==> config.mk <==
export PLATFORM = sky130hd
export DESIGN_NAME = segment_capture
export DESIGN_NICKNAME = d
export VERILOG_FILES = /design/src/rtl/segment_capture.sv
export SDC_FILE = /design/constraint.sdc
export NUM_CORES = 1
export LEC_CHECK = 0
export BUFFER_PORTS_ARGS = -buffer_cell sky130_fd_sc_hd__clkbuf_2
export CORE_UTILIZATION = 53
export DETAILED_ROUTE_END_ITERATION = 8
export GPL_TIMING_DRIVEN = 0
export MAX_ROUTING_LAYER = met4
export PLACE_DENSITY = 0.81
export SLEW_MARGIN = 20
export SYNTH_ARGS = -nofsm -noshare
export SYNTH_HDL_FRONTEND = slang
export SYNTH_SLANG_ARGS = --single-unit
==> constraint.sdc <==
create_clock -name clk -period 2.35 [get_ports clk]
set_clock_uncertainty 0.15 [all_clocks]
set_input_delay 0.235 -clock clk [delete_from_list [all_inputs] [get_ports clk]]
set_output_delay 0.235 -clock clk [all_outputs]
set_load 0.01 [all_outputs]
==> src/rtl/segment_capture.sv <==
// segment_capture: rebuilds per-digit BCD and decimal-point flags from a scanned,
// active-low 7-segment display bus, filtering scan glitches and flagging illegal codes.
module segment_capture #(
    parameter int N_DIGITS   = 4,
    parameter int STABLE_CNT = 4
) (
    input  logic                    clk,
    input  logic                    rst_n,
    input  logic [N_DIGITS-1:0]     digit_sel,
    input  logic [7:0]              segment_code,
    input  logic                    err_clr,
    output logic [4*N_DIGITS-1:0]   bcd_out,
    output logic [N_DIGITS-1:0]     dp_out,
    output logic                    valid,
    output logic                    update,
    output logic                    code_err
);
    localparam int RW = $clog2(STABLE_CNT + 1);
    localparam int IW = (N_DIGITS > 1) ? $clog2(N_DIGITS) : 1;

    typedef enum logic [1:0] {S_WAIT, S_COUNT, S_HELD} state_t;

    state_t                  r_state, w_next_state;
    logic [N_DIGITS-1:0]     r_sel_s1, r_sel_s2;
    logic [7:0]              r_seg_s1, r_seg_s2;
    logic [RW-1:0]           r_run, w_next_run;
    logic [IW-1:0]           r_idx, w_sel_idx;
    logic [7:0]              r_code;
    logic [4*N_DIGITS-1:0]   r_bcd;
    logic [N_DIGITS-1:0]     r_dp, r_seen, w_low, w_seen_next;
    logic                    r_valid, r_update, r_code_err;
    logic                    w_legal, w_same, w_relatch, w_commit, w_commit_ok, w_changed;
    logic [4:0]              w_dec;

    assign w_low       = ~r_sel_s2;
    assign w_legal     = (w_low != '0) && ((w_low & (w_low - 1'b1)) == '0);
    assign w_same      = w_legal && (w_sel_idx == r_idx) && (r_seg_s2 == r_code);
    assign w_seen_next = r_seen | (N_DIGITS'(1) << r_idx);
    assign w_commit_ok = w_commit && w_dec[4];
    assign w_changed   = (w_dec[3:0] != r_bcd[{r_idx, 2'b00} +: 4]) || (r_dp[r_idx] != ~r_code[7]);

    assign bcd_out  = r_bcd;
    assign dp_out   = r_dp;
    assign valid    = r_valid;
    assign update   = r_update;
    assign code_err = r_code_err;

    always_comb begin
        w_sel_idx = '0;
        for (int i = 0; i < N_DIGITS; i++)
            if (w_low[i]) w_sel_idx = IW'(i);
    end

    always_comb begin
        w_next_state = r_state;
        w_next_run   = r_run;
        w_relatch    = 1'b0;
        w_commit     = 1'b0;
        if (!w_legal) begin
            w_next_state = S_WAIT;
            w_next_run   = '0;
        end else if (r_state == S_WAIT || !w_same) begin
            w_next_state = S_COUNT;
            w_next_run   = RW'(1);
            w_relatch    = 1'b1;
        end else if (r_state == S_COUNT) begin
            w_next_run = r_run + 1'b1;
            if (r_run == RW'(STABLE_CNT - 1)) begin
                w_commit     = 1'b1;
                w_next_state = S_HELD;
            end
        end
    end

    // {legal, value}: a zero top bit marks a pattern that is not a digit or blank
    always_comb begin
        case (r_code[6:0])
            7'h40:   w_dec = 5'h10;
            7'h79:   w_dec = 5'h11;
            7'h24:   w_dec = 5'h12;
            7'h30:   w_dec = 5'h13;
            7'h19:   w_dec = 5'h14;
            7'h12:   w_dec = 5'h15;
            7'h02:   w_dec = 5'h16;
            7'h78:   w_dec = 5'h17;
            7'h00:   w_dec = 5'h18;
            7'h10:   w_dec = 5'h19;
            7'h7F:   w_dec = 5'h1F;
            default: w_dec = 5'h00;
        endcase
    end

    always_ff @(posedge clk or negedge rst_n) begin
        if (!rst_n) begin
            r_sel_s1   <= '1;
            r_sel_s2   <= '1;
            r_seg_s1   <= '1;
            r_seg_s2   <= '1;
            r_state    <= S_WAIT;
            r_run      <= '0;
            r_idx      <= '0;
            r_code     <= '0;
            r_bcd      <= '1;
            r_dp       <= '0;
            r_seen     <= '0;
            r_valid    <= 1'b0;
            r_update   <= 1'b0;
            r_code_err <= 1'b0;
        end else begin
            r_sel_s1   <= digit_sel;
            r_sel_s2   <= r_sel_s1;
            r_seg_s1   <= segment_code;
            r_seg_s2   <= r_seg_s1;
            r_state    <= w_next_state;
            r_run      <= w_next_run;
            r_update   <= w_commit_ok && w_changed && (&w_seen_next);
            r_code_err <= (w_commit && !w_dec[4]) || (r_code_err && !err_clr);
            if (w_relatch) begin
                r_idx  <= w_sel_idx;
                r_code <= r_seg_s2;
            end
            if (w_commit_ok) begin
                r_bcd[{r_idx, 2'b00} +: 4] <= w_dec[3:0];
                r_dp[r_idx]                <= ~r_code[7];
                r_seen                     <= w_seen_next;
                r_valid                    <= &w_seen_next;
            end
        end
    end
endmodule

; Yosys cells after proc, flatten, opt, wreduce, memory -nomap -nowiden
; Index checks and enable logic that the tools add are counted.
[totals]
latchBits = 0
register_bits = 66
output_inout_bits = 23
ram_bits = 0
romBits = 0
mem_count = 0
wordCells = 89
inputBits = 15
[op_classes]
eq_ne = 18
n_div = 0
n_mux = 23
shifts = 4
mul = 0
add_sub_neg = 3
bitwise_logic = 4
n_reduce_logical = 21
order_cmp = 2
[op_table]
columns = op, count
row1 = $pmux W5 S11, 1
row2 = $eq A7 B7 Y1 const B, 4
row3 = $eq A7 B5 Y1 const B, 3
row4 = $bwmux W16, 1
row5 = $shift A4 B6 Y16 const A, 1
row6 = $shiftx A16 B5 Y4, 1
row7 = $shiftx A4 B6 Y16, 1
row8 = $eq A7 B6 Y1 const B, 2
row9 = $mux W2, 6
row10 = $logic_and A1 B1 Y1, 9
row11 = $mux W1, 9
row12 = $mux W3, 3
row13 = $eq A8 B8 Y1, 1
row14 = $eq A7 B2 Y1 const B, 1
row15 = $logic_not A7 Y1, 1
row16 = $ne A3 B1 Y1 const B, 2
row17 = $neg A4 Y6, 1
row18 = $and A4 B4 Y4, 1
row19 = $bwmux W4, 1
row20 = $logic_not A4 Y1, 1
row21 = $ne A4 B4 Y1, 1
row22 = $not A4 Y4, 1
row23 = $or A4 B4 Y4, 1
row24 = $reduce_and A4 Y1, 1
row25 = other kinds (17), 21

; Logic depth before layout (Yosys ltp)
[logic_depth]
word_depth = 14
depth_mapped = 6
mapped_depth_nobuf = 5

; Worst setup path before layout
; No wires, ideal clock.
[synth_path]
path_kind = flip-flop to flip-flop
start = register r_sel_s2[1]
end = register r_bcd[0] (netlist: bcd_out[0])
required_time_ns = 2.125
t_arrival_ns = 2.256
path_slack_ns = -0.131
setup_time_ns = 0.075
n_path_buf = 0
stages_incl_launch_ff = 6
synth_period_minus_slack_ns = 2.481
path_cell_list = dfstp_2 -> and2b_1 -> or3_4 -> a2111o_4 -> a2111oi_4 -> mux2i_1
[synth_between]
elab_chain_cells = 12
elab_cells_between_ends = 17
classes_between = add/sub: 1 / eq/ne: 1 / mux: 5 / bitwise: 2 / reduce/logical: 8
[synth_rtl]
columns = element, line_no
row1 = "start, declared", 24  ; logic [N_DIGITS-1:0] r_sel_s1, r_sel_s2;
row2 = "start signal, assigned", 111  ; r_sel_s2 <= r_sel_s1;
row3 = $not A4 Y4 *, 35  ; assign w_low = ~r_sel_s2;
row4 = $sub A4 B1 Y4 or $mux W1 (tied branches), "36, 51"
row5 = $and A4 B4 Y4 or $mux W2 (tied branches), "36, 51"
row6 = $logic_not A4 Y1 or $mux W2 (tied branches), "36, 51"
row7 = $logic_and A1 B1 Y1 or $eq A2 B2 Y1 (tied branches), "36, 37"
row8 = $logic_and A1 B1 Y1 (2 in a row), 37  ; assign w_same = w_legal && (w_sel_idx == r_idx) && (r_seg_s2 == r_code);
row9 = $logic_not A1 Y1, 62  ; end else if (r_state == S_WAIT || !w_same) begin
row10 = $logic_or A1 B1 Y1, 62
row11 = $mux W1, 62
row12 = $mux W1 *, 59  ; if (!w_legal) begin
row13 = $logic_and A1 B1 Y1 *, 39  ; assign w_commit_ok = w_commit && w_dec[4];
row14 = "end signal, assigned by index", 123  ; r_bcd[{r_idx, 2'b00} +: 4] <= w_dec[3:0];
row15 = "end, declared", 29  ; logic [4*N_DIGITS-1:0] r_bcd;
; Mark *: on every way between the ends. The rest lies on a longest branch, timed or not.
; A chain may end at the register's enable or synchronous reset.

; Worst setup path after layout
[layout_path]
start = register r_sel_s2[1]
end = register r_code[3]
[layout_between]
elab_chain_cells = 11
elab_cells_between_ends = 16
classes_between = add/sub: 1 / eq/ne: 1 / mux: 5 / bitwise: 2 / reduce/logical: 7
[layout_rtl]
columns = element, line_no
row1 = $not A4 Y4 *, 35
row2 = $sub A4 B1 Y4 or $mux W1 (tied branches), "36, 51"
row3 = $and A4 B4 Y4 or $mux W2 (tied branches), "36, 51"
row4 = $logic_not A4 Y1 or $mux W2 (tied branches), "36, 51"
row5 = $logic_and A1 B1 Y1 or $eq A2 B2 Y1 (tied branches), "36, 37"
row6 = $logic_and A1 B1 Y1 (2 in a row), 37
row7 = $logic_not A1 Y1, 62
row8 = $logic_or A1 B1 Y1, 62
row9 = $mux W1, 62
row10 = $mux W1 *, 59
row11 = "end signal, assigned", 120  ; r_code <= r_seg_s2;
row12 = "end, declared", 28  ; logic [7:0] r_code;
; Marked as above.

==> results.cfg <==
[status]
outcome = finished with violations
violations = negative setup slack

[critical_path]
endpoint_kind = flip-flop
rr_endpoint = r_code[3]$_DFFE_PN0P_
arrival_ps = 2580
cp_max_fo = 10
startpoint_type = flip-flop
r2r_setup_slack_ps = -160
r2r_cells = 6
rr_startpoint = r_sel_s2[1]$_DFF_PN1_
path_class = flip-flop to flip-flop
crit_required_ps = 2430
critPathLaunch = r_sel_s2[1]$_DFF_PN1_

[pwr]
ir_drop_uv = 534
pwr-share-clk_pct = 32.9
switchingPower_w = 0.000917
pwr-share-seq_pct = 44.3
power.total_w = 0.00291
pwr-share-comb_pct = 22.8
powerDensity_nw_per_um2 = 668
switching_share_pct = 31.5
leakage_nw = 1.72
p_int_w = 0.00200

[floorplan]
core_sq_um = 6060
start_util_pct = 56.4
die_area_sq_um = 6770
die_width_um = 82.3
io_pins = 38
fp-row-count = 28
die_h_um = 82.3

[placement]
io_buffers = 37
place_area_sq_um = 3730
dp_hpwl_um = 5010
finalWeightedCongestion = 0.891

[logic_synthesis]
synth_edf_count = 0
yosys-top-cells-count = dfstp_2, inv_1, dfrtp_1
syn-cell-area_sq_um = 3420
yosysTopAreaCellShare_pct = 30.8
ys.warnings.count = 0
synth-seq-cells = 66
seq_area_frac_synth_pct = 49.8
synth.area.top_cells = dfstp_2, dfrtp_1, mux2i_1
synth_fp_nets = 311
synth.distinct_cells = 55
yosys.area.top_type = dfstp_2
synth_area_per_cell_sq_um = 11.9
async_flop_share_pct = 100
netlist_instances = 286
ys.flop_type = dfstp_2
synth.most_common_cell = dfstp_2

[min_path]
hold_class = flip-flop to flip-flop
hold_end = r_sel_s2[0]$_DFF_PN1_
min_path_cells = 0
holdCritStartpoint = r_sel_s1[0]$_DFF_PN1_

[finish]
antennaDiodeCount = 0
fin_area_sq_um = 4370
syn_to_final_growth_pct = 27.8
drive_above_1_share_pct = 44.4
final_util_pct = 72.0
nNetsFinal = 383

[grt]
grt_first_pass_wirelength_um = 11800
grt_pass1_vias = 2544
grtUsageTotal_pct = 24.9
grt_overflow = 0
grt_antenna_before_repair = 0
grt_max_degree = 35

[routing]
postRouteAntennaNets = 0
drt_iter0_markers = 102
wl_per_cell_um = 18.0
first_pass_iters = 4
routed_wl_um = 7890
drc = 0
vias_per_cell = 5.69
via_count = 2491

[sta]
fin_tns_setup_ps = -3280
hold_viol_final = 0
worst_slew_pin_slew_ps = 605
maxSlewHeadroom_pct = 58.8
setup_slack_ps = -157
setup_violations = 35
rsz0062_at_grt = yes
fmaxAchievable_mhz = 399
fin_crit_sh_pct = 107
slew_viol_final = 0
timing.final.crit_period_ps = 2510

[clocking]
htreeDepth = 3
path_clk_slew_ps = 70
cts_tree = done
cts.sinks = 66
insertion_delay_ps = 340
ctsLongestPathBuffers = 2
cts_made_buffers = 9
cts_root_buf = clkbuf_8

[job]
cap_violations = 0
==> metal layers <==
| layer | share of wire, % | vias to the layer above | global-route usage (%) |
|---|---|---|---|
| li1 | - | 1159 | - |
| met1 | 41 | 1217 | 29.7 |
| met2 | 49 | 88 | 39.3 |
| met3 | 5.3 | 27 | 6.59 |
| met4 | 3.7 | 0 | 11.9 |
| met5 | 0 | - | - |
==> repair_timing <==
item | in CTS | in global routing
resized for setup | 12 | 28
setup buffers | 10 | 2
endpoints found under the hold margin | 25 | 0
setup endpoints to repair | 40 | 38
pin swaps | 4 | 8
hold buffers | 14 | 0
==> final cells by class <==
class	count	area [sq um]
Clock buffer	11	141
Clock inverter	5	55.1
Fill cell	393	1690
Timing Repair Buffer	64	462
Buffer	9	53.8
Inverter	28	105
Multi-Input combinational cell	180	1750
Sequential cell	66	1700
Tap cell	75	93.8
==> through the flow <==
step | setup WS [ps] | std cells | hold WS, ps
2_1_floorplan | -33.2 | 286 | -211
3_3_place_gp | -383 | 398 | 172
3_5_place_dp | -412 | 399 | 81.2
4_1_cts | -190 | 438 | 205
5_1_grt | -231 | 438 | 210
6_report | -157 | 438 | 206
==> power by group through the flow <==
| stage | Clock (W) | Sequential, W | Combinational, W |
|---|---|---|---|
| 6_report | 0.000960 | 0.00129 | 0.000665 |
| 5_1_grt | 0.00103 | 0.00130 | 0.000718 |
| 4_1_cts | 0.000968 | 0.00127 | 0.000632 |
| 3_5_place_dp | 0 | 0.00128 | 0.000583 |
| 3_3_place_gp | 0 | 0.00127 | 0.000561 |
| 2_1_floorplan | 0 | 0.00127 | 0.000438 |
==> cells in the final DEF, fill, tap and decap left out, types with 7 or more instances in the layout <==
cell / synthesis / layout
dfrtp_1: 26 / 25
inv_1: 27 / 27
xnor2_1: 15 / 15
nor2_1: 7 / 7
mux2i_1: 23 / 21
dlygate4sd3_1: 0 / 14
nand2_1: 23 / 23
clkbuf_8: 1 / 11
dfstp_2: 40 / 40
buf_4: 0 / 8
clkbuf_2: 0 / 39
mux2_2: 10 / 10
nand3_1: 10 / 10
ha_1: 10 / 10
==> critical path: stages, from the launching register on <==
cell,delay (ps)
dfstp_2,520
and2b_1,190
or3_4,350
a2111o_4,540
buf_4,180
nand2_8,100
mux2_2,350
==> worst max path at each step <==
stage          depth (start not counted)                       to
2_1_floorplan                          5   bcd_out[0]$_DFFE_PN1P_
3_3_place_gp                           6  bcd_out[13]$_DFFE_PN1P_
3_5_place_dp                           6   bcd_out[6]$_DFFE_PN1P_
4_1_cts                                6   bcd_out[6]$_DFFE_PN1P_
5_1_grt                                6   bcd_out[9]$_DFFE_PN1P_
6_report                               6    r_code[3]$_DFFE_PN0P_
==> sequential cells by signal (all words and copies together) (netlist names) <==
name      count
r_seg_s1      8
dp_out        4
r_run         3
valid         1
r_sel_s2      4
r_seen        4
r_state       2
r_idx         2
bcd_out      16
code_err      1
r_code        8
update        1
r_sel_s1      4
r_seg_s2      8
==> logic make-up after synthesis <==
group                      share of synthesized area [%]
AOI/OAI and AO/OA                                   12.5
xor gates and xnor gates                            4.10
adders and majority gates                           3.66
buffers and inverters                               4.73
DFF                                                 49.8
muxes                                               13.3
and+or+nand+nor                                     11.9
Power figures use the tool's default switching activity.
